$ cat config.mk
export PLATFORM = sky130hd
export DESIGN_NAME = mips_trace_buffer
export DESIGN_NICKNAME = d
export VERILOG_FILES = /design/src/rtl/mips_trace_buffer.sv
export SDC_FILE = /design/constraint.sdc
export NUM_CORES = 1
export LEC_CHECK = 0
export CAP_MARGIN = 30
export CORE_UTILIZATION = 45
export DETAILED_ROUTE_END_ITERATION = 8
export GPL_TIMING_DRIVEN = 0
export PLACE_DENSITY = 0.6
export SYNTH_ARGS = -nofsm -noshare
export SYNTH_HDL_FRONTEND = slang
export SYNTH_SLANG_ARGS = --single-unit
$ cat constraint.sdc
create_clock -name clk -period 9.1 [get_ports clk]
set_clock_uncertainty 0.05 [all_clocks]
set_input_delay 1.82 -clock clk [delete_from_list [all_inputs] [get_ports clk]]
set_output_delay 1.82 -clock clk [all_outputs]
set_load 0.01 [all_outputs]
$ cat src/rtl/mips_trace_buffer.sv
// WB-stage retirement trace buffer with PC trigger and valid/ready drain.
// Optional cycle stamp per entry: define MIPS_TRACE_CYCLE_STAMP_EN.
module mips_trace_buffer #(
   parameter int DEPTH        = 16,
   parameter int POST_TRIGGER = 8,
   parameter int CYCLE_WIDTH  = 16,
   localparam int AW          = $clog2(DEPTH),
   localparam int CW          = AW + 1,
`ifdef MIPS_TRACE_CYCLE_STAMP_EN
   localparam bit STAMP_EN    = 1'b1,
`else
   localparam bit STAMP_EN    = 1'b0,
`endif
   localparam int ENTRY_W     = 102 + (STAMP_EN ? CYCLE_WIDTH : 0)
) (
   input  logic               clk,
   input  logic               reset,
   input  logic               enable,
   input  logic               wb_valid,
   input  logic [31:0]        wb_pc,
   input  logic [31:0]        wb_instr,
   input  logic               wb_reg_write,
   input  logic [4:0]         wb_write_register,
   input  logic [31:0]        wb_write_data,
   input  logic               trig_en,
   input  logic [31:0]        trig_pc,
   output logic               rd_valid,
   input  logic               rd_ready,
   output logic [ENTRY_W-1:0] rd_entry,
   output logic [1:0]         state,
   output logic [CW-1:0]      count,
   output logic               overflow
);

   typedef enum logic [1:0] {
      S_IDLE  = 2'd0,
      S_ARMED = 2'd1,
      S_POST  = 2'd2,
      S_DONE  = 2'd3
   } state_e;

   state_e state_q, state_d;

   logic [AW-1:0] wp_q, wp_d;
   logic [AW-1:0] rp_q, rp_d;
   logic [CW-1:0] count_q, count_d;
   logic [CW-1:0] post_cnt_q, post_cnt_d;
   logic          overflow_q, overflow_d;

   logic [ENTRY_W-1:0] mem_q [DEPTH];
   logic [ENTRY_W-1:0] wr_entry;

   logic capture;
   logic trig_hit;
   logic full;
   logic arm;
   logic xfer;

   assign capture  = wb_valid &&
                     (state_q == S_ARMED || state_q == S_POST);
   assign trig_hit = trig_en && wb_valid &&
                     (wb_pc == trig_pc) && (state_q == S_ARMED);
   assign full     = (count_q == CW'(DEPTH));
   assign arm      = (state_q == S_IDLE) && enable;
   assign xfer     = rd_valid && rd_ready;

`ifdef MIPS_TRACE_CYCLE_STAMP_EN
   logic [CYCLE_WIDTH-1:0] cyc_q, cyc_d;

   assign cyc_d = cyc_q + CYCLE_WIDTH'(1);

   always_ff @(posedge clk) begin
      if (reset) cyc_q <= '0;
      else       cyc_q <= cyc_d;
   end

   assign wr_entry = {cyc_q, wb_pc, wb_instr, wb_reg_write,
                      wb_write_register, wb_write_data};
`else
   assign wr_entry = {wb_pc, wb_instr, wb_reg_write,
                      wb_write_register, wb_write_data};
`endif

   // State register
   always_ff @(posedge clk) begin
      if (reset) state_q <= S_IDLE;
      else       state_q <= state_d;
   end

   // Next-state logic; a trigger outranks a same-cycle abort
   always_comb begin
      state_d = state_q;
      unique case (state_q)
         S_IDLE: begin
            if (enable) state_d = S_ARMED;
         end
         S_ARMED: begin
            if (trig_hit)
               state_d = (POST_TRIGGER == 0) ? S_DONE : S_POST;
            else if (!enable)
               state_d = S_DONE;
         end
         S_POST: begin
            if (!enable ||
                (capture && post_cnt_q == CW'(1)))
               state_d = S_DONE;
         end
         S_DONE: begin
            if (count_q == '0 && !enable) state_d = S_IDLE;
         end
         default: state_d = S_IDLE;
      endcase
   end

   // Pointer / occupancy datapath
   always_comb begin
      wp_d       = wp_q;
      rp_d       = rp_q;
      count_d    = count_q;
      overflow_d = overflow_q;
      post_cnt_d = post_cnt_q;
      if (arm) begin
         wp_d       = '0;
         rp_d       = '0;
         count_d    = '0;
         overflow_d = 1'b0;
      end else if (capture) begin
         wp_d = wp_q + AW'(1);
         if (full) begin
            rp_d       = rp_q + AW'(1);
            overflow_d = 1'b1;
         end else begin
            count_d = count_q + CW'(1);
         end
      end else if (xfer) begin
         rp_d    = rp_q + AW'(1);
         count_d = count_q - CW'(1);
      end
      if (trig_hit)
         post_cnt_d = CW'(POST_TRIGGER);
      else if (state_q == S_POST && capture)
         post_cnt_d = post_cnt_q - CW'(1);
   end

   always_ff @(posedge clk) begin
      if (reset) begin
         wp_q       <= '0;
         rp_q       <= '0;
         count_q    <= '0;
         overflow_q <= 1'b0;
         post_cnt_q <= '0;
      end else begin
         wp_q       <= wp_d;
         rp_q       <= rp_d;
         count_q    <= count_d;
         overflow_q <= overflow_d;
         post_cnt_q <= post_cnt_d;
      end
   end

   // Storage is not reset; an entry offered during reset is dropped
   always_ff @(posedge clk) begin
      if (!reset && capture) mem_q[wp_q] <= wr_entry;
   end

   // Outputs
   always_comb begin
      rd_valid = (state_q == S_DONE) && (count_q != '0);
      rd_entry = mem_q[rp_q];
      state    = state_q;
      count    = count_q;
      overflow = overflow_q;
   end

endmodule

==> summary.md, run 1 <==
| Metric | Value |
|---|---|
| Reg power frac | 0.500 |
| Crit Path Class | reg2out |
| IO Pins | 251 |
| CTS Hold Bufs | 0 |
| Sw Pwr | 3.755 mW |
| Cell accounting for the most synthesized area | edfxtp_1 |
| Mapped cell area | 62850 µm² |
| Worst slew margin | 0.3286 |
| Setup crit start kind | flip-flop |
| Reg2Reg Setup Slack | 5.36 ns |
| Cell Rows | 136 |
| Slew Viols, Final | 0 |
| Layout cells sized above 1 | 0.2931 |
| Syn Nets | 2622 |
| Initial Utilization | 0.4554 |
| Initial antenna violation count | 17 |
| Int Power | 13.32 mW |
| Total congestion overflow | 0 |
| Vias per inst | 5.853 |
| Fin crit period | 6.655 ns |
| Detailed Routing Iterations Pass 1 | 5 |
| HPWL Detailed | 99690 µm |
| Slew @ Worst Pin | 1.005 ns |
| Global-route wire length before repair | 222800 µm |
| Clock sinks | 1657 |
| PostCTS Resize Cnt | 0 |
| Die area | 141200 µm² |
| Worst Hold Class | reg2reg |
| Worst EP arrival | 4.78 ns |
| Crit path required time | 7.23 ns |
| Clock Tree Root | clkbuf_16 |
| Run status | finished, final reports clean |
| Die X | 375.7 µm |
| Peak Freq | 0.1503 GHz |
| Sequential area share after synthesis | 0.7878 |
| DR WL/cell | 31.42 µm |
| NumNets Final | 3139 |
| Hold Slack | 0.4748 ns |
| Crit-path max FO | 10 |
| Clock power share | 0.394 |
| Post-CTS Setup Repair Bufs | 0 |
| Max-cap violations | 0 |
| Core Area | 138000 µm² |
| Final Setup Violations | 0 |
| Vias after detailed routing | 29170 |
| Die Height | 375.7 µm |
| Final ANT Viol Nets | 0 |
| CTS tree | yes |
| Worst Setup End Kind | output pin |
| Area contributors post-synth | edfxtp_1, mux4_2, dfxtp_1 |
| Most frequent cells in the layout | edfxtp_1, mux4_2, clkdlybuf4s50_1, clkbuf_16, clkbuf_1 |
| Synth warn | 0 |
| Cells after synthesis | 2466 |
| Final GP Congestion | 0.7709 |
| Post-synth top area share | 0.7798 |
| DRC | 0 |
| Port-buffer cells | 250 |
| Number of synthesized register bits | 1657 |
| Finished layout cell area | 75080 µm² |
| Leak | 22.65 nW |
| Vias in the first global route | 30903 |
| Max VDD drop | 0.1423 mV |
| Distinct cells, synth | 42 |
| TNS Setup | 0 ns |
| Comb power frac | 0.106 |
| TritonCTS Buffers | 168 |
| Area grow syn2layout | 19.47% |
| Worst-skew pair later-pin latency | 0.79 ns |
| Commonest non-fill, non-tap cell in the layout | edfxtp_1 |
| Fill count | 10237 |
| Total GRT Usage | 0.2252 |
| Reg clk slew, reported paths | 0.06 ns |
| Pwr Density | 227.5 nW/µm² |
| Largest net degree at the start of global routing | 22 |
| Tcrit/Tclk final | 0.7313 |
| H-tree depth | 4 |
| Fin. Hold Viols | 0 |
| DRT Wirelength | 156600 µm |
| Unrepaired setup endpoints after global routing | no |
| Syn Area/Cell | 25.48 µm² |
| DRT iter0 DRCs | 3418 |
| Placed instance area | 69700 µm² |
| Clock buffer depth | 3 |
| Switch share | 0.2199 |
-- flip-flops by register name, indices dropped and copies added, names as in the netlist, named ones only --
signal / flops
overflow: 1
mem_q: 1632
post_cnt_q: 5
wp_q: 4
count: 5
rp_q: 4
state: 2
-- area by class of cell --
type,instances,area (µm²),area share
flip-flops and latches,1657,49510,0.6594
multi-input cells,685,12850,0.1711
clock buffers,215,4579,0.06099
repair buffers,347,4412,0.05876
well taps,1863,2331,0.03105
clock inverters,90,788.3,0.01050
plain buffers,116,578.1,0.007699
inverters,8,30.03,0.0003999
diodes,3,7.507,0.00009998
-- power groups by stage --
stage	Sequential, mW	Clock (mW)	Combinational (mW)
2_1_floorplan	8.72	0	1.03
5_1_grt	8.55	7.12	1.92
6_report	8.55	6.73	1.80
3_5_place_dp	8.71	0	1.84
4_1_cts	8.55	6.84	1.84
3_3_place_gp	8.74	0	1.75
-- Yosys cell counts, drive strengths merged --
cell type and n:
o211ai 1, nor2 44, or3 1, nand4 7, o21ai 3, or4b 1
and3 2, a31oi 1, xor2 17, o32a 1, nor4 5, nand3b 2
nand3 3, and2 1, inv 8, buf 62, nand2 13, nand2b 3
edfxtp 1632, mux4 511, fa 1, nor2b 1, dfxtp 25, a21oi 9
o31ai 1, or4 2, ha 15, nor3 3, xnor2 28, a211oi 1
a21o 4, clkbuf 54, mux2i 4
-- layer usage --
| layer | track usage | share of wire | routed length (µm) | up-vias |
|---|---|---|---|---|
| li1 | - | - | - | 11795 |
| met1 | 0.3121 | 0.41 | 63790 | 15940 |
| met2 | 0.3708 | 0.50 | 78350 | 1214 |
| met3 | 0.04309 | 0.074 | 11570 | 207 |
| met4 | 0.05375 | 0.018 | 2808 | 14 |
| met5 | 0 | 0.00070 | 109 | - |
-- logic make-up after synthesis --
logic type,after synthesis,synth area share
xor gates and xnor gates,45,0.006271
AOI/OAI and AO/OA,21,0.002309
DFF,1657,0.7878
buffers and inverters,124,0.009676
adders and majority gates,16,0.003305
and+or+nand+nor,88,0.006909
muxes,515,0.1838
-- stage by stage --
stage	setup slack, ns	utilization	instances	power (mW)
floorplan	1.804	-	2466	9.745
global placement	-5.468	0.4904	4579	10.50
detailed placement	3.258	0.5051	4675	10.54
CTS	2.383	0.5440	4980	17.23
global route	2.330	0.5440	4982	17.59
finish	2.445	0.5441	4984	17.08
-- path summary, 6_finish.rpt --
path,startpoint,to,depth (start not counted)
setup / recovery,flip-flop,rd_entry[23],7
hold / removal,overflow,overflow,2
setup reg to reg,state[1],mem_q[7][40],9
hold reg to reg,overflow,overflow,2
-- worst max-delay path: stages (launching register included) --
cell and delay [ns]:
dfxtp_1 0.41, buf_2 0.51, clkbuf_1 0.48, buf_8 0.23, clkbuf_1 0.72, mux4_2 0.42
mux4_2 0.47, clkdlybuf4s50_1 0.69
Power figures use the tool's default switching activity.
==> inputs of run 2 (changes only) <==
clock period = 6.25 ns   (was 9.1 ns; I/O delays follow)
==> summary.md, run 2 (synthesis gave the netlist of run 1 again) <==
| Metric | Value |
|---|---|
| Top reg by flops | mem_q |
| DRC | 0 |
| Initial Utilization | 0.4554 |
| Final ANT Viol Nets | 0 |
| DR WL/cell | 31.40 µm |
| Slew Viols, Final | 0 |
| HPWL Detailed | 101100 µm |
| NumNets Final | 3146 |
| Fin crit period | 5.931 ns |
| Run status | finished, final reports clean |
| Switch share | 0.2194 |
| Worst Setup End Kind | output pin |
| Most frequent cells in the layout | edfxtp_1, mux4_2, clkdlybuf4s50_1, clkbuf_16, clkbuf_1 |
| Unrepaired setup endpoints after global routing | no |
| IO Pins | 251 |
| Die Height | 375.7 µm |
| Commonest non-fill, non-tap cell in the layout | edfxtp_1 |
| Worst EP arrival | 4.63 ns |
| Largest net degree at the start of global routing | 22 |
| Hold Slack | 0.4385 ns |
| Clock power share | 0.378 |
| Total congestion overflow | 0 |
| Leak | 22.55 nW |
| Hold path cells | 2 |
| Int Power | 18.92 mW |
| DRT Wirelength | 156300 µm |
| Uppermost routed layer | met5 |
| Met3 WL | 11510 µm |
| Largest register FFs | 1632 |
| TritonCTS Buffers | 165 |
| Fin. Hold Viols | 0 |
| Vias in the first global route | 30084 |
| Critical path depth in cells | 7 |
| DRT iter0 DRCs | 3248 |
| Crit-path max FO | 10 |
| PostCTS Resize Cnt | 0 |
| Area grow syn2layout | 19.27% |
| Worst slew margin | 0.3095 |
| Layout cells sized above 1 | 0.2877 |
| Setup crit start kind | flip-flop |
| Peak Freq | 0.1686 GHz |
| Port-buffer cells | 250 |
| Top cell by count, worst path | mux4_2 |
| Crit-path cells | buf_2 > clkbuf_1 > buf_8 > buf_1 > mux4_2 > mux4_2 > clkdlybuf4s50_1 |
| Initial antenna violation count | 19 |
| Reg clk slew, reported paths | 0.06 ns |
| Crit path required time | 4.95 ns |
| Fill count | 10211 |
| CP max stage delay | 0.66 ns |
| TNS Setup | 0 ns |
| Clock Tree Root | clkbuf_16 |
| Worst-skew pair later-pin latency | 0.78 ns |
| CTS Hold Bufs | 0 |
| Worst Hold Class | reg2reg |
| H-tree depth | 4 |
| Vias per inst | 5.817 |
| CTS tree | yes |
| Total GRT Usage | 0.2242 |
| Vias after detailed routing | 28950 |
| Max VDD drop | 0.2138 mV |
| Met1 Routed Length | 64820 µm |
| Crit Path Class | reg2out |
| Clock sinks | 1657 |
| Slew @ Worst Pin | 1.036 ns |
| Final GP Congestion | 0.7620 |
| CP top delay family | buffers and inverters |
| Core Area | 138000 µm² |
| Worst-case reg-to-reg path depth | 9 |
| Comb power frac | 0.108 |
| Global-route wire length before repair | 220700 µm |
| Cell Rows | 136 |
| Pwr Density | 323.3 nW/µm² |
| Detailed Routing Iterations Pass 1 | 5 |
| Die area | 141200 µm² |
| Tcrit/Tclk final | 0.9489 |
| Critical path buffer and inverter count | 5 |
| Sw Pwr | 5.317 mW |
| Max-cap violations | 0 |
| Die X | 375.7 µm |
| Metal2 WL | 77370 µm |
| Post-CTS Setup Repair Bufs | 0 |
| Clock buffer depth | 3 |
| Final Setup Violations | 0 |
| CP max-delay cell | clkdlybuf4s50_1 |
| Reg power frac | 0.513 |
## run 2: changes by cell type in the layout (fill, tap and decap cells not counted), moves of 2 or more
cell	previous run	this run
diode_2	3	7
clkbuf_8	5	3
clkbuf_1	89	95
buf_16	6	20
clkinv_2	30	19
bufinv_16	13	3
inv_6	6	1
buf_12	77	71
buf_6	13	17
clkinv_8	2	0
clkinv_1	35	38
## run 2: worst min-delay path: stages (launching register included)
cell and delay (ns):
dfxtp_1 0.33, nor2_1 0.05, nor2_1 0.08
## run 2: power by group through the flow
stage	sequential [mW]	combinational [mW]	clock (mW)
after CTS	12.4	2.68	9.33
after global placement	12.7	2.55	0
after floorplan	12.7	1.50	0
after detailed placement	12.7	2.67	0
after global routing	12.5	2.80	9.73
final	12.4	2.63	9.16
## run 2: final cells by class
type	instances	area (µm²)	area share
repair buffers	357	4700	0.06270
flip-flops and latches	1657	49510	0.6605
inverters	8	30.03	0.0004006
plain buffers	116	578.1	0.007712
clock inverters	65	367.9	0.004908
multi-input cells	685	12850	0.1714
well taps	1863	2331	0.03110
diodes	7	17.52	0.0002337
clock buffers	219	4574	0.06103
## run 2: worst paths after layout
check	slack, ns	start	end
hold reg to reg	0.44	overflow	overflow
setup reg to reg	2.62	state[1]	mem_q[3][59]
setup / recovery	0.32	flip-flop	rd_entry[72]
hold / removal	0.44	overflow	overflow
## run 2: metal layers
layer	global-route usage	up-vias
met5	0	-
met4	0.04798	20
met3	0.04319	197
met2	0.3647	1074
met1	0.3172	15844
li1	-	11815
## run 2: per-stage QoR
stage / instances / setup WS, ns / utilization / total power [mW] / cell area, µm²
floorplan: 2466 / -0.4761 / - / 14.19 / 62850
global placement: 4579 / -7.712 / 0.4905 / 15.28 / 67680
detailed placement: 4686 / 0.9950 / 0.5072 / 15.35 / 70000
CTS: 4970 / 0.1349 / 0.5430 / 24.46 / 74940
global route: 4971 / 0.1693 / 0.5430 / 24.98 / 74940
finish: 4977 / 0.3194 / 0.5431 / 24.23 / 74960
==> inputs of run 3 (changes only) <==
CORE_ASPECT_RATIO = 1.5   (was unset)
CTS_BUF_LIST = sky130_fd_sc_hd__clkbuf_16   (was unset)
clock period = 7.3 ns   (was 6.25 ns; I/O delays follow)
==> summary.md, run 3 (synthesis gave the netlist of run 1 again) <==
| Metric | Value |
|---|---|
| Initial antenna violation count | 13 |
| Run status | finished, final reports clean |
| Final GP Congestion | 0.7270 |
| Port-buffer cells | 250 |
| Placement Setup Slack | 2.021 ns |
| IO Pins | 251 |
| Leak | 22.58 nW |
| Fill count | 10391 |
| Vias in the first global route | 30980 |
| Most frequent cells in the layout | edfxtp_1, mux4_2, clkdlybuf4s50_1, clkbuf_16, buf_12 |
| Hold path cells | 2 |
| Crit-path max FO | 10 |
| Max VDD drop | 0.2473 mV |
| CTS Hold Bufs | 0 |
| Final ANT Viol Nets | 0 |
| Worst EP arrival | 4.52 ns |
| Clock sinks | 1657 |
| DRT iter0 DRCs | 3076 |
| Tcrit/Tclk final | 0.8261 |
| DRT Wirelength | 157100 µm |
| DRC | 0 |
| Final Setup Violations | 0 |
| Global-route wire length before repair | 223800 µm |
| Top reg by flops | mem_q |
| Pwr Density | 280.5 nW/µm² |
| Worst-skew pair later-pin latency | 0.78 ns |
| Reg clk slew, reported paths | 0.06 ns |
| Detailed Routing Iterations Pass 1 | 5 |
| Reg power frac | 0.508 |
| Area grow syn2layout | 19.00% |
| Largest net degree at the start of global routing | 22 |
| Clock Tree Root | clkbuf_16 |
| Fin crit period | 6.031 ns |
| Fin. Hold Viols | 0 |
| Post-CTS Setup Repair Bufs | 0 |
| Vias after detailed routing | 29043 |
| Clock buffer depth | 3 |
| Worst Hold Class | reg2reg |
| Vias per inst | 5.858 |
| Worst slew margin | 0.3261 |
| TNS Setup | 0 ns |
| Largest register FFs | 1632 |
| Total congestion overflow | 0 |
| Max-cap violations | 0 |
| Fin worst setup slack | 1.269 ns |
| Sw Pwr | 4.626 mW |
| Comb power frac | 0.107 |
| PostCTS Resize Cnt | 0 |
| Switch share | 0.2205 |
| Multi-input logic area | 12860 µm² |
| Die Height | 459.7 µm |
| Worst Setup End Kind | output pin |
| Die X | 307.1 µm |
| Clock power share | 0.385 |
| Int Power | 16.36 mW |
| Crit path required time | 5.79 ns |
| Commonest non-fill, non-tap cell in the layout | edfxtp_1 |
| Slew Viols, Final | 0 |
| Finished layout cell area | 74790 µm² |
| NumNets Final | 3127 |
| CTS tree | yes |
| Core Area | 138300 µm² |
| Cell Rows | 167 |
| HPWL Detailed | 99500 µm |
| Unrepaired setup endpoints after global routing | no |
| Peak Freq | 0.1658 GHz |
| Register Area | 49510 µm² |
| H-tree depth | 4 |
| TritonCTS Buffers | 154 |
| DR WL/cell | 31.68 µm |
| Setup crit start kind | flip-flop |
| Total GRT Usage | 0.2271 |
| Crit Path Class | reg2out |
| Placed instance area | 69700 µm² |
| Die area | 141200 µm² |
| Initial Utilization | 0.4543 |
| Worst-case reg-to-reg path depth | 9 |
| Layout cells sized above 1 | 0.2925 |
| Slew @ Worst Pin | 1.011 ns |
run 3: cell types whose count changed in the layout (fill, tap and decap cells not counted), sizes merged:
cell / before / now
clkbuf: 273 / 213
inv: 9 / 38
bufinv: 3 / 19
buf: 169 / 161
clkinv: 58 / 65
clkinvlp: 3 / 9
diode: 7 / 2
run 3: layout make-up:
class                   instances  area share
diodes                          2  0.00006692
plain buffers                 116    0.007729
clock buffers                 159     0.05320
clock inverters               123     0.01467
inverters                       8   0.0004015
multi-input cells             685      0.1719
flip-flops and latches       1657      0.6620
well taps                    1859     0.03110
repair buffers                349     0.05894
run 3: worst paths after layout:
kind / from / to / slack (ns)
setup reg to reg: state[0] / mem_q[9][35] / 3.65
setup / recovery: flip-flop / rd_entry[74] / 1.27
hold reg to reg: post_cnt_q[4] / post_cnt_q[4] / 0.48
hold / removal: post_cnt_q[4] / post_cnt_q[4] / 0.48
run 3: power by group through the flow:
stage               combinational, mW  sequential (mW)  clock, mW
floorplan                        1.28             10.9          0
global placement                 2.19             10.9          0
CTS                              2.30             10.6       8.23
global route                     2.40             10.7       8.57
detailed placement               2.29             10.9          0
finish                           2.25             10.6       8.08
run 3: routing by layer:
metal | routed length (µm) | vias to the layer above | global-route usage
met5 | 93 | - | 0
met4 | 2843 | 16 | 0.05702
met3 | 10620 | 196 | 0.03803
met2 | 81570 | 1151 | 0.3893
met1 | 61930 | 15920 | 0.3028
li1 | - | 11760 | -
run 3: through the flow:
| step | total power, mW | hold slack (ns) | utilization | cells |
|---|---|---|---|---|
| final | 20.98 | 0.4775 | 0.5407 | 4958 |
| after global routing | 21.63 | 0.4895 | 0.5406 | 4957 |
| after CTS | 21.17 | 0.4595 | 0.5406 | 4955 |
| after detailed placement | 13.14 | 0.4451 | 0.5039 | 4673 |
| after global placement | 13.08 | 0.4122 | 0.4892 | 4575 |
| after floorplan | 12.15 | 0.4274 | - | 2466 |
run 3: critical path, cell delays in order (launching register included):
cell	delay (ns)
dfxtp_1	0.37
buf_2	0.41
clkbuf_1	0.45
buf_8	0.23
clkbuf_1	0.68
mux4_2	0.41
mux4_2	0.52
clkdlybuf4s50_1	0.64
